`src/rtl/fp_norm_lzc.sv`:
```
// Post-add FP32 normalizer: nibble-based leading-zero count, left shift, exponent adjust.
// Define FPU_NORM_PIPE2_EN to register the LZC/encoder result before the shifter (latency 2, else 1).
module fp_norm_lzc (
    input  logic        i_clk,
    input  logic        i_rst,
    input  logic        i_valid,
    output logic        o_ready,
    input  logic        i_sign,
    input  logic [7:0]  i_exp,
    input  logic [31:0] i_mant,
    output logic        o_valid,
    input  logic        i_ready,
    output logic        o_sign,
    output logic [7:0]  o_exp,
    output logic [31:0] o_mant,
    output logic [5:0]  o_lzc,
    output logic        o_zero,
    output logic        o_denorm
);

    // Handshake: a word moves on any rising edge where valid & ready are both high;
    // the producer holds valid and data stable until that edge, and ready may depend
    // combinationally on the consumer's ready (o_ready = !last_valid | i_ready).

    logic [7:0]      nib_zero;
    logic [7:0][1:0] nib_cnt;
    logic [2:0]      nib_idx;
    logic            lzc_q;
    logic [5:0]      lzc_c;

    // Nibble k covers i_mant[31-4k -: 4]; nibble 0 is the most significant.
    always_comb begin
        nib_zero = '0;
        nib_cnt  = '0;
        for (int k = 0; k < 8; k++) begin
            casez (i_mant[31-4*k -: 4])
                4'b1???: nib_cnt[k] = 2'd0;
                4'b01??: nib_cnt[k] = 2'd1;
                4'b001?: nib_cnt[k] = 2'd2;
                default: nib_cnt[k] = 2'd3;
            endcase
            nib_zero[k] = (i_mant[31-4*k -: 4] == 4'd0);
        end
    end

    // Boundary encoder: the first non-zero nibble from the top wins.
    always_comb begin
        nib_idx = 3'd0;
        for (int k = 7; k >= 0; k--) begin
            if (!nib_zero[k]) nib_idx = k[2:0];
        end
        lzc_q = &nib_zero;
        lzc_c = lzc_q ? 6'd32 : {1'b0, nib_idx, nib_cnt[nib_idx]};
    end

    logic        x_sign;
    logic [7:0]  x_exp;
    logic [31:0] x_mant;
    logic [5:0]  x_lzc;
    logic        x_q;
    logic        x_valid;
    logic        x_load;

    assign x_load = !o_valid | i_ready;

`ifdef FPU_NORM_PIPE2_EN
    logic        s1_valid;
    logic        s1_sign;
    logic [7:0]  s1_exp;
    logic [31:0] s1_mant;
    logic [5:0]  s1_lzc;
    logic        s1_q;

    assign o_ready = !s1_valid | x_load;

    always_ff @(posedge i_clk or posedge i_rst) begin
        if (i_rst) begin
            s1_valid <= 1'b0;
            s1_sign  <= 1'b0;
            s1_exp   <= '0;
            s1_mant  <= '0;
            s1_lzc   <= '0;
            s1_q     <= 1'b0;
        end else if (o_ready) begin
            s1_valid <= i_valid;
            if (i_valid) begin
                s1_sign <= i_sign;
                s1_exp  <= i_exp;
                s1_mant <= i_mant;
                s1_lzc  <= lzc_c;
                s1_q    <= lzc_q;
            end
        end
    end

    assign x_sign  = s1_sign;
    assign x_exp   = s1_exp;
    assign x_mant  = s1_mant;
    assign x_lzc   = s1_lzc;
    assign x_q     = s1_q;
    assign x_valid = s1_valid;
`else
    assign o_ready = x_load;
    assign x_sign  = i_sign;
    assign x_exp   = i_exp;
    assign x_mant  = i_mant;
    assign x_lzc   = lzc_c;
    assign x_q     = lzc_q;
    assign x_valid = i_valid;
`endif

    logic [7:0]  lzc_ext;
    logic [7:0]  shamt;
    logic [7:0]  exp_n;
    logic        denorm_n;
    logic [31:0] mant_n;

    // When the exponent cannot absorb the full count, shift only down to exponent 1
    // and report the result as denormal with exponent 0.
    always_comb begin
        lzc_ext  = {2'b00, x_lzc};
        shamt    = 8'd0;
        exp_n    = 8'd0;
        denorm_n = 1'b0;
        mant_n   = 32'd0;
        if (!x_q) begin
            if (x_exp > lzc_ext) begin
                shamt = lzc_ext;
                exp_n = x_exp - lzc_ext;
            end else begin
                shamt    = (x_exp == 8'd0) ? 8'd0 : x_exp - 8'd1;
                denorm_n = 1'b1;
            end
            mant_n = x_mant << shamt;
        end
    end

    always_ff @(posedge i_clk or posedge i_rst) begin
        if (i_rst) begin
            o_valid  <= 1'b0;
            o_sign   <= 1'b0;
            o_exp    <= '0;
            o_mant   <= '0;
            o_lzc    <= '0;
            o_zero   <= 1'b0;
            o_denorm <= 1'b0;
        end else if (x_load) begin
            o_valid <= x_valid;
            if (x_valid) begin
                o_sign   <= x_sign;
                o_exp    <= exp_n;
                o_mant   <= mant_n;
                o_lzc    <= x_lzc;
                o_zero   <= x_q;
                o_denorm <= denorm_n;
            end
        end
    end

endmodule

```
`config.mk`:
```
export PLATFORM = sky130hd
export DESIGN_NAME = fp_norm_lzc
export DESIGN_NICKNAME = d
export VERILOG_FILES = /design/src/rtl/fp_norm_lzc.sv
export SDC_FILE = /design/constraint.sdc
export NUM_CORES = 1
export LEC_CHECK = 0
export CAP_MARGIN = 40
export CELL_PAD_IN_SITES_DETAIL_PLACEMENT = 0
export CELL_PAD_IN_SITES_GLOBAL_PLACEMENT = 2
export CORE_ASPECT_RATIO = 1.1
export CORE_MARGIN = 1.5
export CORE_UTILIZATION = 34
export CTS_BUF_LIST = sky130_fd_sc_hd__clkbuf_8
export DETAILED_ROUTE_END_ITERATION = 16
export PLACE_DENSITY_LB_ADDON = 0.1
export SLEW_MARGIN = 0
export SYNTH_ARGS = -nofsm -noshare
export SYNTH_HDL_FRONTEND = slang
export SYNTH_SLANG_ARGS = --single-unit
```
`constraint.sdc`:
```
create_clock -name i_clk -period 3.6 [get_ports i_clk]
set_input_delay 1.08 -clock i_clk [delete_from_list [all_inputs] [get_ports i_clk]]
set_output_delay 1.08 -clock i_clk [all_outputs]
set_load 0.02 [all_outputs]
```
==> results by group <==
Synth
  • Ys Warns: 0
  • Synth cell count leaders: nand2_1, dfrtp_1, mux2i_1
  • Ys flop type: dfrtp_1
  • Most frequent cell after synthesis: nand2_1
  • Mux contribution to synthesized area: 9.89%
  • Syn Area/Cell: 8.24 um^2
  • Area leader, netlist: dfrtp_1
  • Synth top area share: 26.7%
  • Seq/Total Area, Yosys: 26.7%
  • Post-synthesis compound-gate area fraction: 34.2%
  • Largest family of logic cells by synthesized area: compound AO/OA/AOI/OAI gates
  • Adder-Cell Fraction of Synth Area: 2.62%
  • Main area contributors after synthesis: dfrtp_1, mux2i_1, nand2_1
  • Net count after synthesis: 611
  • Post-Synth XOR/XNOR Area: 1.72%
  • Netlist cell types: 76
  • Post-synth EDFFs: 0
  • Async SR Flop Fraction: 100%
  • Seq cells post-synth: 49
  • Post-Syn Instances: 557
  • Simple-Gate Fraction of Synth Area: 20.3%
  • Synthesized cell area: 4590 um^2

Global route
  • Vias in the first global route: 6891
  • Total GRT Usage: 33.1%
  • First-pass GRT wire length: 36900 um
  • Initial antenna violation count: 0
  • GR Overflow Total: 0
  • Largest net degree at the start of global routing: 55

Run status
  • Failing checks: setup timing
  • Outcome: complete, but fails checks

Die
  • Initial Utilization: 34.7%
  • Row cnt: 44
  • Die H: 125 um
  • Die Footprint: 14200 um^2
  • Die W: 114 um
  • Core box area: 13200 um^2
  • Io pins: 96

Detailed routing
  • DRT iter0 DRCs: 679
  • Wirelength, routed: 25000 um
  • Via count: 6782
  • DRC: 0
  • Avg Vias per Cell: 6.04
  • Antenna-violating nets left: 0
  • WL/cell: 22.3 um
  • Drt pass-1 iters: 6

Cells and area
  • Layout Nets: 1015
  • Share of layout cells above drive strength 1: 56.7%
  • Area growth from synthesis to layout: 111%
  • FILL cells: 942
  • Final Instance Count excl. Fillers: 1123
  • Multi-input logic area: 4460 um^2
  • Diode count: 0
  • Storage element area: 1230 um^2

Pwr
  • Cell Pwr Density: 293 nW/um^2
  • Leak pwr: 4.11 nW
  • Peak supply drop: 0.000271 V

Clocking
  • Clock Sinks: 49
  • CTS Hold Buffers Added: 0
  • Bufs on Longest Clock Path: 2
  • Clock Latency Late Sink: 0.32 ns
  • H-tree Lvls: 2
  • CTS tree: yes
  • Clk root buf: clkbuf_8
  • Clk pin slew, worst setup/hold paths: 0.09 ns
  • CTS Buf Count: 5

Timing
  • Worst Tran Pin Value: 0.649 ns
  • Final Max Tran Viols: 0
  • Fin Hold WS: 0.485 ns
  • Unrepaired setup endpoints after global routing: true
  • Fin worst setup slack: -1.76 ns
  • Final Hold Fails: 0
  • Final Skew: 0.00651 ns
  • Top achievable clock speed: 187 MHz
  • Slew margin rel.: 56.7%
  • Period utilisation layout: 149%
  • Setup-failing EPs final: 41
  • Setup TNS: -58.25 ns
  • Final Critical Period: 5.36 ns

Setup path
  • Critical Path RT: 3.84 ns
  • CP endpoint kind: flip-flop
  • Worst path arrival time: 5.59 ns
  • Crit-path max FO: 6
  • CP Class: primary input to flip-flop
  • Critical Path Start Type: primary input

Worst hold path
  • Worst hold path type: flip-flop to flip-flop

Place
  • Pre-CTS setup slack: -2.49 ns
  • Inst Count DP: 1016
  • Port-buffer cells: 95
  • HPWL after detailed placement: 17200 um
  • Placer Congestion: 0.969

Job
  • Maxcap violations: 0
[routing by layer]
layer	vias up	share of wire, %	track usage, %
li1	3010	-	-
met1	3277	39	40.9
met2	385	49	56.2
met3	110	6.9	5.69
met4	0	5.0	14.0
met5	-	0	0
[sequential cells by signal, summed over array words and instances (netlist names)]
name      cells
o_mant       32
o_exp         8
o_lzc         6
o_denorm      1
o_sign        1
o_valid       1
[per-stage QoR]
step                      total power [mW]  cell area, um^2  utilization (%)
after floorplan                       1.37             4890                -
after global placement                2.06             7580             57.4
after detailed placement              2.07             7580             57.4
after CTS                             2.67             9080             68.7
after global routing                  2.94             9670             73.2
final                                 2.83             9670             73.2
[cell type report]
| class | count | area share [%] |
|---|---|---|
| multi-input combinational | 463 | 46.2 |
| clock inverter | 3 | 0.194 |
| inverter | 16 | 0.647 |
| timing repair buffer | 426 | 37.5 |
| tap | 161 | 2.08 |
| clock buffer | 5 | 0.712 |
| sequential | 49 | 12.7 |
[final timing paths]
path                             from    endpoint  slack [ns]  cells after the start
hold / removal               o_lzc[3]    o_lzc[3]        0.48                      2
min in group asynchronous       i_rst    o_exp[5]        1.16                      2
setup reg to reg              o_valid  o_mant[30]        1.39                     10
hold reg to reg              o_lzc[3]    o_lzc[3]        0.48                      2
max in group asynchronous       i_rst  o_mant[13]        1.80                      3
setup / recovery           i_mant[10]  o_mant[23]       -1.76                     26
[worst max-delay path, cell delays in order]
cell and delay [ns]:
buf_6 0.09, or4_4 0.57, buf_6 0.15, a211oi_4 0.24, and4_4 0.27, o21ai_2 0.07
and2_4 0.16, nand3_4 0.08, ha_4 0.14, inv_4 0.03, fa_2 0.34, a211oi_2 0.25
o21a_2 0.22, o21a_4 0.17, buf_4 0.11, o21ai_2 0.06, buf_4 0.15, o31ai_4 0.09
buf_4 0.19, buf_4 0.17, nand2_1 0.12, buf_4 0.16, o22ai_1 0.30, a21oi_1 0.10
o221ai_1 0.15, o21bai_1 0.13
[what timing repair did]
action | 4_1_cts | 5_1_grt
setup endpoints to repair | 41 | 41
gates resized for setup | 287 | 85
pin swaps | 80 | 64
setup buffers | 76 | 34
gates cloned | 1 | 0
[logic make-up (layout without fill, tap and decap cells)]
group | after synthesis | in the layout
AND/OR/NAND/NOR | 186 | 186
XOR/XNOR | 9 | 9
adder cells (fa/ha/maj) | 9 | 9
AO/OA/AOI/OAI | 215 | 215
buffers and inverters | 45 | 450
flip-flops | 49 | 49
multiplexers | 44 | 44
[placed cells by master (no fill, tap or decap), types with 9 or more instances in the layout]
master / count
buf_6: 59
a22o_1: 19
mux2i_1: 16
clkdlybuf4s50_1: 63
nor2_1: 24
a21oi_1: 24
inv_1: 13
nand2_1: 62
clkbuf_2: 9
buf_2: 9
o21ai_0: 15
o21ai_2: 13
a21o_1: 10
buf_4: 270
dfrtp_1: 49
mux2i_4: 19
[where the power goes]
group | switching [mW] | internal (mW) | total [mW]
Sequential | 0.0695 | 0.653 | 0.723
Combinational | 0.871 | 0.899 | 1.77
Clock | 0.205 | 0.135 | 0.340
(Power assumes the default switching activity.)
